===== src/rtl/key_debounce_multi_if.sv =====
// Key conditioner signal bundle: raw pins in, debounced level and event strobes out.
interface key_debounce_multi_if #(
    parameter int unsigned KEY_NUM = 4
);
    logic [KEY_NUM-1:0] key_in;
    logic [KEY_NUM-1:0] key_level;
    logic [KEY_NUM-1:0] key_press;
    logic [KEY_NUM-1:0] key_release;
    logic [KEY_NUM-1:0] key_long;
    logic [KEY_NUM-1:0] key_repeat;

    modport master (
        output key_in,
        input  key_level,
        input  key_press,
        input  key_release,
        input  key_long,
        input  key_repeat
    );

    modport slave (
        input  key_in,
        output key_level,
        output key_press,
        output key_release,
        output key_long,
        output key_repeat
    );
endinterface


===== src/rtl/key_debounce_multi.sv =====
// Multi-channel push-button conditioner: 2-FF synchroniser, stability debounce,
// press/release strobes, long-press detection and auto-repeat per key.
module key_debounce_multi #(
    parameter int unsigned KEY_NUM      = 4,
    parameter int unsigned ACTIVE_LOW   = 1,
    parameter int unsigned DEBOUNCE_CYC = 999999,
    parameter int unsigned LONG_CYC     = 49999999,
    parameter int unsigned REPEAT_CYC   = 9999999,
    parameter int unsigned CNT_W        = 26
) (
    input  logic                 s_clk,
    input  logic                 s_rst_n,
    key_debounce_multi_if.slave  kif
);

    localparam logic             IDLE_PIN = (ACTIVE_LOW != 0) ? 1'b1 : 1'b0;
    localparam logic [CNT_W-1:0] DEB_TC   = CNT_W'(DEBOUNCE_CYC);
    localparam logic [CNT_W-1:0] LONG_TC  = CNT_W'(LONG_CYC - 1);
    localparam logic [CNT_W-1:0] REP_TC   = CNT_W'(REPEAT_CYC - 1);

    typedef enum logic [1:0] {
        ST_IDLE,
        ST_PRESS,
        ST_LONG
    } state_t;

    logic [KEY_NUM-1:0] sync1;
    logic [KEY_NUM-1:0] sync2;
    logic [KEY_NUM-1:0] p1;
    logic [KEY_NUM-1:0] p2;
    logic [KEY_NUM-1:0] level;
    logic [CNT_W-1:0]   dcnt [KEY_NUM];
    logic [KEY_NUM-1:0] dcnt_clr;
    logic [KEY_NUM-1:0] acc_press;
    logic [KEY_NUM-1:0] acc_release;

    state_t             state     [KEY_NUM];
    state_t             state_nxt [KEY_NUM];
    logic [CNT_W-1:0]   hcnt      [KEY_NUM];
    logic [CNT_W-1:0]   hcnt_nxt  [KEY_NUM];

    logic [KEY_NUM-1:0] press_q,   press_nxt;
    logic [KEY_NUM-1:0] release_q, release_nxt;
    logic [KEY_NUM-1:0] long_q,    long_nxt;
    logic [KEY_NUM-1:0] repeat_q,  repeat_nxt;

    // Pin polarity removed so that 1 always means pressed internally.
    assign p1 = sync1 ^ {KEY_NUM{IDLE_PIN}};
    assign p2 = sync2 ^ {KEY_NUM{IDLE_PIN}};

    // Debounce terminal count decides acceptance; the strobe FSM sees it one edge early so
    // its registered strobes land on the same edge as the new level.
    always_comb begin
        dcnt_clr    = '0;
        acc_press   = '0;
        acc_release = '0;
        for (int unsigned i = 0; i < KEY_NUM; i++) begin
            dcnt_clr[i] = (p1[i] != p2[i]) || (p2[i] == level[i]);
            if (!dcnt_clr[i] && (dcnt[i] == DEB_TC)) begin
                acc_press[i]   = p2[i];
                acc_release[i] = ~p2[i];
            end
        end
    end

    // Synchroniser, debounce counter and accepted level.
    always_ff @(posedge s_clk or negedge s_rst_n) begin
        if (!s_rst_n) begin
            sync1 <= {KEY_NUM{IDLE_PIN}};
            sync2 <= {KEY_NUM{IDLE_PIN}};
            level <= '0;
            for (int unsigned i = 0; i < KEY_NUM; i++) begin
                dcnt[i] <= '0;
            end
        end else begin
            sync1 <= kif.key_in;
            sync2 <= sync1;
            for (int unsigned i = 0; i < KEY_NUM; i++) begin
                if (dcnt_clr[i]) begin
                    dcnt[i] <= '0;
                end else if (dcnt[i] == DEB_TC) begin
                    level[i] <= p2[i];
                    dcnt[i]  <= '0;
                end else begin
                    dcnt[i] <= dcnt[i] + 1'b1;
                end
            end
        end
    end

    // Hold FSM next state and strobes; release wins over long/repeat terminal counts.
    always_comb begin
        press_nxt   = '0;
        release_nxt = '0;
        long_nxt    = '0;
        repeat_nxt  = '0;
        for (int unsigned i = 0; i < KEY_NUM; i++) begin
            state_nxt[i] = state[i];
            hcnt_nxt[i]  = hcnt[i];
            case (state[i])
                ST_IDLE: begin
                    if (acc_press[i]) begin
                        press_nxt[i] = 1'b1;
                        hcnt_nxt[i]  = '0;
                        state_nxt[i] = ST_PRESS;
                    end
                end
                ST_PRESS: begin
                    if (acc_release[i]) begin
                        release_nxt[i] = 1'b1;
                        hcnt_nxt[i]    = '0;
                        state_nxt[i]   = ST_IDLE;
                    end else if (hcnt[i] == LONG_TC) begin
                        long_nxt[i]  = 1'b1;
                        hcnt_nxt[i]  = '0;
                        state_nxt[i] = ST_LONG;
                    end else begin
                        hcnt_nxt[i] = hcnt[i] + 1'b1;
                    end
                end
                ST_LONG: begin
                    if (acc_release[i]) begin
                        release_nxt[i] = 1'b1;
                        hcnt_nxt[i]    = '0;
                        state_nxt[i]   = ST_IDLE;
                    end else if (REPEAT_CYC != 0) begin
                        if (hcnt[i] == REP_TC) begin
                            repeat_nxt[i] = 1'b1;
                            hcnt_nxt[i]   = '0;
                        end else begin
                            hcnt_nxt[i] = hcnt[i] + 1'b1;
                        end
                    end
                end
                default: begin
                    state_nxt[i] = ST_IDLE;
                    hcnt_nxt[i]  = '0;
                end
            endcase
        end
    end

    // FSM state, hold counter and registered strobes.
    always_ff @(posedge s_clk or negedge s_rst_n) begin
        if (!s_rst_n) begin
            press_q   <= '0;
            release_q <= '0;
            long_q    <= '0;
            repeat_q  <= '0;
            for (int unsigned i = 0; i < KEY_NUM; i++) begin
                state[i] <= ST_IDLE;
                hcnt[i]  <= '0;
            end
        end else begin
            press_q   <= press_nxt;
            release_q <= release_nxt;
            long_q    <= long_nxt;
            repeat_q  <= repeat_nxt;
            for (int unsigned i = 0; i < KEY_NUM; i++) begin
                state[i] <= state_nxt[i];
                hcnt[i]  <= hcnt_nxt[i];
            end
        end
    end

    assign kif.key_level   = level;
    assign kif.key_press   = press_q;
    assign kif.key_release = release_q;
    assign kif.key_long    = long_q;
    assign kif.key_repeat  = repeat_q;

endmodule


===== src/flat_wrapper.sv =====
// flat-port wrapper written by rule: the top's interface ports become plain ports
module key_debounce_multi_flat 
#(
    parameter int unsigned KEY_NUM      = 4,
    parameter int unsigned ACTIVE_LOW   = 1,
    parameter int unsigned DEBOUNCE_CYC = 999999,
    parameter int unsigned LONG_CYC     = 49999999,
    parameter int unsigned REPEAT_CYC   = 9999999,
    parameter int unsigned CNT_W        = 26
)
  (s_clk, s_rst_n, kif_key_in, kif_key_level, kif_key_press, kif_key_release, kif_key_long, kif_key_repeat);
  key_debounce_multi_if #(.KEY_NUM(KEY_NUM)) kif_i ();
  input  logic s_clk;
  input  logic s_rst_n;
  input wire logic [$bits(kif_i.key_in)-1:0] kif_key_in;
  output wire logic [$bits(kif_i.key_level)-1:0] kif_key_level;
  output wire logic [$bits(kif_i.key_press)-1:0] kif_key_press;
  output wire logic [$bits(kif_i.key_release)-1:0] kif_key_release;
  output wire logic [$bits(kif_i.key_long)-1:0] kif_key_long;
  output wire logic [$bits(kif_i.key_repeat)-1:0] kif_key_repeat;
  assign kif_i.key_in = kif_key_in;
  assign kif_key_level = kif_i.key_level;
  assign kif_key_press = kif_i.key_press;
  assign kif_key_release = kif_i.key_release;
  assign kif_key_long = kif_i.key_long;
  assign kif_key_repeat = kif_i.key_repeat;
  key_debounce_multi #(.KEY_NUM(KEY_NUM), .ACTIVE_LOW(ACTIVE_LOW), .DEBOUNCE_CYC(DEBOUNCE_CYC), .LONG_CYC(LONG_CYC), .REPEAT_CYC(REPEAT_CYC), .CNT_W(CNT_W)) u_core (.s_clk(s_clk), .s_rst_n(s_rst_n), .kif(kif_i));
endmodule

===== config.mk =====
export PLATFORM = sky130hd
export DESIGN_NAME = key_debounce_multi_flat
export DESIGN_NICKNAME = d
export VERILOG_FILES = /design/src/rtl/key_debounce_multi_if.sv /design/src/rtl/key_debounce_multi.sv /design/src/flat_wrapper.sv
export SDC_FILE = /design/constraint.sdc
export NUM_CORES = 1
export LEC_CHECK = 0
export BUFFER_PORTS_ARGS = -buffer_cell sky130_fd_sc_hd__buf_2
export CELL_PAD_IN_SITES_DETAIL_PLACEMENT = 1
export CELL_PAD_IN_SITES_GLOBAL_PLACEMENT = 2
export CORE_ASPECT_RATIO = 0.75
export CORE_MARGIN = 2
export CORE_UTILIZATION = 35
export CTS_CLUSTER_SIZE = 25
export DETAILED_ROUTE_END_ITERATION = 10
export PLACE_DENSITY = 0.69
export SETUP_SLACK_MARGIN = 0.15
export SKIP_CTS_REPAIR_TIMING = 1
export SLEW_MARGIN = 40
export SYNTH_ARGS = -nofsm -noshare
export SYNTH_HDL_FRONTEND = slang
export SYNTH_SLANG_ARGS = --single-unit
export TNS_END_PERCENT = 50

===== constraint.sdc =====
create_clock -name s_clk -period 3.5 [get_ports s_clk]
set_input_delay 0.175 -clock s_clk [delete_from_list [all_inputs] [get_ports s_clk]]
set_output_delay 0.175 -clock s_clk [all_outputs]
set_load 0.05 [all_outputs]

### Word level (Yosys, flattened, before mapping)

Cells that the tools add are included.

* add/subtract/negate cells: 8
* multiply operators: 0
* divide/modulo/power cells: 0
* order comparisons: 0
* equality and inequality tests: 40
* shift-type cells: 0
* multiplexer cells: 100
* bitwise gates (word level): 10
* reduce and logical (&&, ||, !) cells: 28

Operators with widths (count)
* $mux W26: 28
* $pmux W26 S3: 4
* $add A26 B1 Y26 const B: 8
* $eq A26 B20 Y1 const B: 4
* $eq A26 B24 Y1 const B: 4
* $eq A26 B26 Y1 const B: 4
* $mux W1: 48
* $mux W2: 16
* $pmux W2 S3: 4
* $ne A2 B1 Y1 const B: 8
* $ne A3 B1 Y1 const B: 4
* $reduce_and A3 Y1: 4
* $eq A2 B1 Y1 const B: 4
* $eq A2 B2 Y1 const B: 4
* $logic_not A2 Y1: 4
* $not A1 Y1: 8
* $not A4 Y4: 2
* $reduce_and A2 Y1: 4
* $reduce_or A2 Y1: 4
* $eq A1 B1 Y1: 4
* $logic_and A1 B1 Y1: 4
* $logic_not A1 Y1: 4
* $logic_or A1 B1 Y1: 4
* $ne A1 B1 Y1: 4

* flip-flop bits (word level): 244
* latch bits: 0
* RAM bits: 0
* bits in read-only memories: 0
* input port bits: 6
* output and inout bits: 20
* word-level logic and storage cells: 208
* memories kept: 0

### Depth between registers and ports, before layout

* word-level depth: 8
* mapped depth: 10
* depth with buffers taken out: 8

### Worst setup path before layout

OpenSTA, ideal clock, no wires.

* path type: reg2reg
* from: register u_core.hcnt[26] (netlist name)
* to: register u_core.hcnt[36] (netlist name)
* library setup time: 0.130 ns
* arrival time: 2.578 ns
* data required time: 3.370 ns
* slack: 0.792 ns
* stages on the path, launching flop included: 10
* path buffers: 1
* period minus slack after synthesis: 2.708 ns
* cell sequence: dfrtp_1 -> inv_1 -> ha_1 -> or4bb_1 -> or4_4 -> o41a_1 -> o21a_2 -> buf_6 -> a31oi_4 -> o31ai_1

* word-level cells in the longest chain between the ends: 4
* elaborated cells on any way between the ends: 8
* those cells by class: 1 x add/sub; 2 x eq/ne; 5 x mux

RTL lines
* start, declared: line key_debounce_multi.sv:39 `logic [CNT_W-1:0] hcnt [KEY_NUM];`
* start signal, assigned by index: line key_debounce_multi.sv:161 `hcnt[i] <= hcnt_nxt[i];`
* $add A26 B1 Y26, or another cell as far along: line key_debounce_multi.sv:118, key_debounce_multi.sv:131
* $mux W26 (on tied branches): line key_debounce_multi.sv:127, key_debounce_multi.sv:113
* $mux W26 (on tied branches): line key_debounce_multi.sv:122, key_debounce_multi.sv:109
* $pmux W26 S3 (*): line key_debounce_multi.sv:100 `case (state[i])`

Every way passes the cells marked *; elsewhere a longest branch is shown, timed or not.
A chain may end at the register's enable or synchronous reset.

### Worst setup path in the final report

* from: register u_core.hcnt[42] (netlist name)
* to: register u_core.hcnt[31] (netlist name)

* word-level cells in the longest chain between the ends: 4
* elaborated cells on any way between the ends: 7
* those cells by class: 2 x eq/ne; 5 x mux

RTL lines (line)
* $eq A26 B24 Y1 or $eq A26 B26 Y1 (tied branches): key_debounce_multi.sv:127, key_debounce_multi.sv:113
* $mux W26 (on tied branches): key_debounce_multi.sv:127, key_debounce_multi.sv:113
* $mux W26 (on tied branches): key_debounce_multi.sv:122, key_debounce_multi.sv:109
* $pmux W26 S3 (*): key_debounce_multi.sv:100

Marks and branches as above.

==> results.env <==
OUTCOME='completed'
WORSTHOLDPATHTYPE='primary input to async pin'
SYNTH.NET_COUNT=1442
LAYOUT_COMMON_CELLS='236 x sky130_fd_sc_hd__dfrtp_1, 170 x sky130_fd_sc_hd__nand3_1, 168 x sky130_fd_sc_hd__nand2_1'
TIMING.CRITICAL_PATH.SLOWEST_STAGE_CELL='sky130_fd_sc_hd__or4_1'
SYNTHESIS.AREA_PER_INSTANCE_UM2=9.21
GRT_ANTENNA_BEFORE_REPAIR=0
CTS.SINK_COUNT=244
NETS=1481
SETUP_WS_NS=0.481
SKEW_NS=0.0116
VIA_COUNT_OF_THE_FIRST_GLOBAL_ROUTING_PASS=10900
IO_BUFFERS=25
WORST_EP_REQUIRED_TIME_NS=3.94
YS_WARN_COUNT=0
DRT-PASS1-ITER-COUNT=5
FIN_CRIT_NS=3.02
SYN-CELL-AREA_MM2=0.0130
CORE_BOX_AREA_MM2=0.0369
CRITICAL_PATH.TOP_DELAY_FAMILY='compound AO/OA/AOI/OAI gates'
SYNTH_LARGEST_AREA_CELL='sky130_fd_sc_hd__dfrtp_1'
GRT_SETUP_UNREPAIRED='no'
SYNTH_EDF_COUNT=0
SYNTH_TOP_FLOP_CELL='sky130_fd_sc_hd__dfrtp_1'
PLACEMENTROWS=61
REG2REG_TO='u_core.hcnt[31]'
SETUP_TOTAL_NEGATIVE_SLACK_NS=0
CTS_ROOT_BUFFER='sky130_fd_sc_hd__clkbuf_16'
RELSLEWSLACK_PCT=45.8
FINAL_LAYOUT_SIZE_SUFFIX_GT1_SHARE_PCT=8.76
POWER.IR.VDD_WORST_mV=0.326
DP_HPWL_MM=22.3
IO_PINS=26
PERIOD_SHARE_PCT=86.3
GLOBALROUTE.BUSIESTLAYER='met2'
FP.DIEH_UM=171
WORST_CASE_CLOCK_BUFFER_DEPTH=3
FINALINSTANCEAREA_MM2=0.0148
SETUP_VIOL_COUNT_FINAL=0
GRT_OVERFLOW=0
TOTAL_POWER_uW=5940
CRITICAL_PATH.ENDPOINT_TYPE='register'
SLEW_AT_THE_PIN_WITH_THE_WORST_MAX_SLEW_SLACK_NS=0.813
CLK_TRANSITION_REPORTED_PATHS_NS=0.06
TIMING.CRITICAL_PATH.FANOUT_MAX=25
DIEAREA_MM2=0.0387
CP_SLOWEST_STAGE_DELAY_NS=0.57
POWER-PER-CELL-AREA_mW_PER_MM2=402
SYN_INST=1412
CRITICAL_PATH_BUF_INV_COUNT=0
DRC=0
FIRST_ITER_VIOLATIONS=490
GRT_PASS1_WL_MM=56.0
TIMING.CRITICAL_PATH.MODE_CELL='sky130_fd_sc_hd__a21o_1'
ASYNC_FLOP_SHARE_PCT=100
CRITICAL_PATH.CELL_CHAIN='or4_1, or4_4, o41a_1, o21a_2, a21o_1, a21o_1'
POWER.STATIC_LEAKAGE_uW=0.00598
GRT_START_MAX_NET_PINS=81
DIE_W_UM=227
ACHIEVABLE-FREQUENCY_MHz=331
TRITONCTS='yes'
SYNTH_SEQ_CELLS=244
WORST_SETUP_PATH_START_KIND='register'
CRIT_TYPE='register to register'
DRV_SLEW=0
VIAS_PER_CELL=5.41
ANTENNA_CELL_COUNT=0
INITIAL_CORE_UTIL_PCT=35.3
DRV.MAX_CAP_VIOLATION_COUNT=0
PLACEMENT.SETUP.WORST_SLACK_NS=0.497
SYN_TO_FINAL_GROWTH_PCT=13.8
YOSYS.AREA.TOP_TYPE_SHARE_PCT=45.4
TRACK_USAGE_PCT=17.4
HOLD_VIOLATIONS=0
USE_MET2_PCT=26.9
SYNTH.TOP_CELLS.BY_AREA='sky130_fd_sc_hd__dfrtp_1 45%, sky130_fd_sc_hd__nand3_1 6.5%, sky130_fd_sc_hd__nand2_1 4.8%, sky130_fd_sc_hd__nor2_1 4.4%, sky130_fd_sc_hd__xor2_1 4.2%'
NUMCTSBUFFERS=28
DETAIL_ROUTE.WL_PER_CELL_UM=16.7
POSTROUTEWIRELENGTH_MM=33.0
DETAILED_PLACE.AREA_MM2=0.0138
NFILLCELLS=4251
POST_DRT_ANTENNA_NETS=0
POST_SYNTH_NUM_CELL_TYPES=65
CTS_HTREE_LEVELS=1
ROUTABILITYCONGESTION=0.760
GRTUSAGEMET3_PCT=2.46
NUM_VIAS=10700
MET1_DEMAND_TO_CAPACITY_SHARE_IN_GLOBAL_ROUTING_PCT=25.9
WORST_EP_ARRIVAL_TIME_NS=3.46
CLOCK_LATENCY_ON_THE_WORST_SKEW_PAIR_NS=0.55
CRITICAL_PATH_CELL_COUNT=6
CRITICAL_PATH.REG2REG.STARTPOINT='u_core.hcnt[42]'
SETUP.REG_TO_REG.WORST_SLACK_NS=0.48
LAYOUT_COMMONEST_CELL='sky130_fd_sc_hd__dfrtp_1'
SYNTH.YOSYS.SEQ_AREA_SHARE_PCT=47.0
NUMBER_OF_CELLS_ON_THE_WORST_REG_TO_REG_PATH=6
registers in the layout, indices dropped and copies added (netlist names):
name	cells
u_core.kif.key_long	4
u_core.sync2	4
u_core.hcnt	104
u_core.kif.key_level	4
u_core.kif.key_repeat	4
u_core.kif.key_release	4
u_core.kif.key_press	4
u_core.dcnt	104
u_core.state	8
u_core.sync1	4
where the power goes:
group	internal [µW]	total [µW]	switching, µW
clock network	1810	2990	1180
registers	2830	2840	10.4
logic	20.7	107	86.0
total	4660	5940	1280
layout make-up:
type,count,area (µm²),area share (%)
Clock inverter,6,82.6,0.558
Clock buffer,45,856,5.78
Timing Repair Buffer,60,435,2.94
Sequential cell,244,6120,41.3
Multi-Input combinational cell,1068,6500,43.9
Tap cell,504,631,4.26
Inverter,49,184,1.24
through the flow:
| step | std cells | utilization, % | hold WS, ns |
|---|---|---|---|
| detailed placement | 1920 | 37.5 | 0.211 |
| floorplan | 1412 | - | -0.121 |
| CTS | 1971 | 40.0 | -0.381 |
| global placement | 1920 | 37.4 | 0.217 |
| global route | 1976 | 40.2 | 0.251 |
| finish | 1976 | 40.2 | 0.181 |
metal layers:
layer / up-vias / wire length, µm
li1: 5218 / -
met1: 5349 / 17400
met2: 86 / 14200
met3: 42 / 721
met4: 0 / 597
met5: - / 0
worst max-delay path by stage:
stage	start	to	slack (ns)
after floorplan	u_core.hcnt[26]	u_core.hcnt[36]	0.79
after global placement	u_core.hcnt[42]	u_core.hcnt[31]	0.50
after detailed placement	u_core.hcnt[26]	u_core.hcnt[31]	0.50
after CTS	u_core.dcnt[62]	u_core.hcnt[63]	0.47
after global routing	u_core.dcnt[62]	u_core.hcnt[55]	0.20
final	u_core.hcnt[42]	u_core.hcnt[31]	0.48
cell families after synthesis:
family | Yosys count | synth area share, %
mux | 4 | 0.318
flops | 244 | 47.0
buf+inv | 100 | 3.18
compound gates | 179 | 10.8
xor+xnor | 96 | 6.47
fa+ha+maj | 24 | 2.31
simple gates | 765 | 29.9
synthesized netlist by cell type, drive strengths merged (3+ instances only):
| cell | instances |
|---|---|
| and4 | 12 |
| o41ai | 11 |
| o21a | 8 |
| or3 | 25 |
| nand3 | 170 |
| dfrtp | 236 |
| o311ai | 37 |
| a21o | 10 |
| or2 | 7 |
| o21ai | 27 |
| o211ai | 13 |
| nor4b | 7 |
| nor4bb | 3 |
| a21oi | 15 |
| and2 | 19 |
| a221o | 3 |
| nand2 | 168 |
| or4b | 5 |
| nor3b | 3 |
| nor2 | 153 |
| ha | 24 |
| nor3 | 24 |
| a211oi | 3 |
| or4bb | 3 |
| a22oi | 6 |
| or4 | 26 |
| a31oi | 10 |
| nor2b | 7 |
| nand2b | 9 |
| and3 | 32 |
| xnor2 | 34 |
| dfstp | 8 |
| o41a | 8 |
| a22o | 8 |
| clkbuf | 44 |
| inv | 49 |
| nand4 | 57 |
| buf | 7 |
| o31ai | 11 |
| mux2i | 3 |
| nor4 | 30 |
| xor2 | 62 |
No activity file was read; power rests on OpenSTA's default activity.
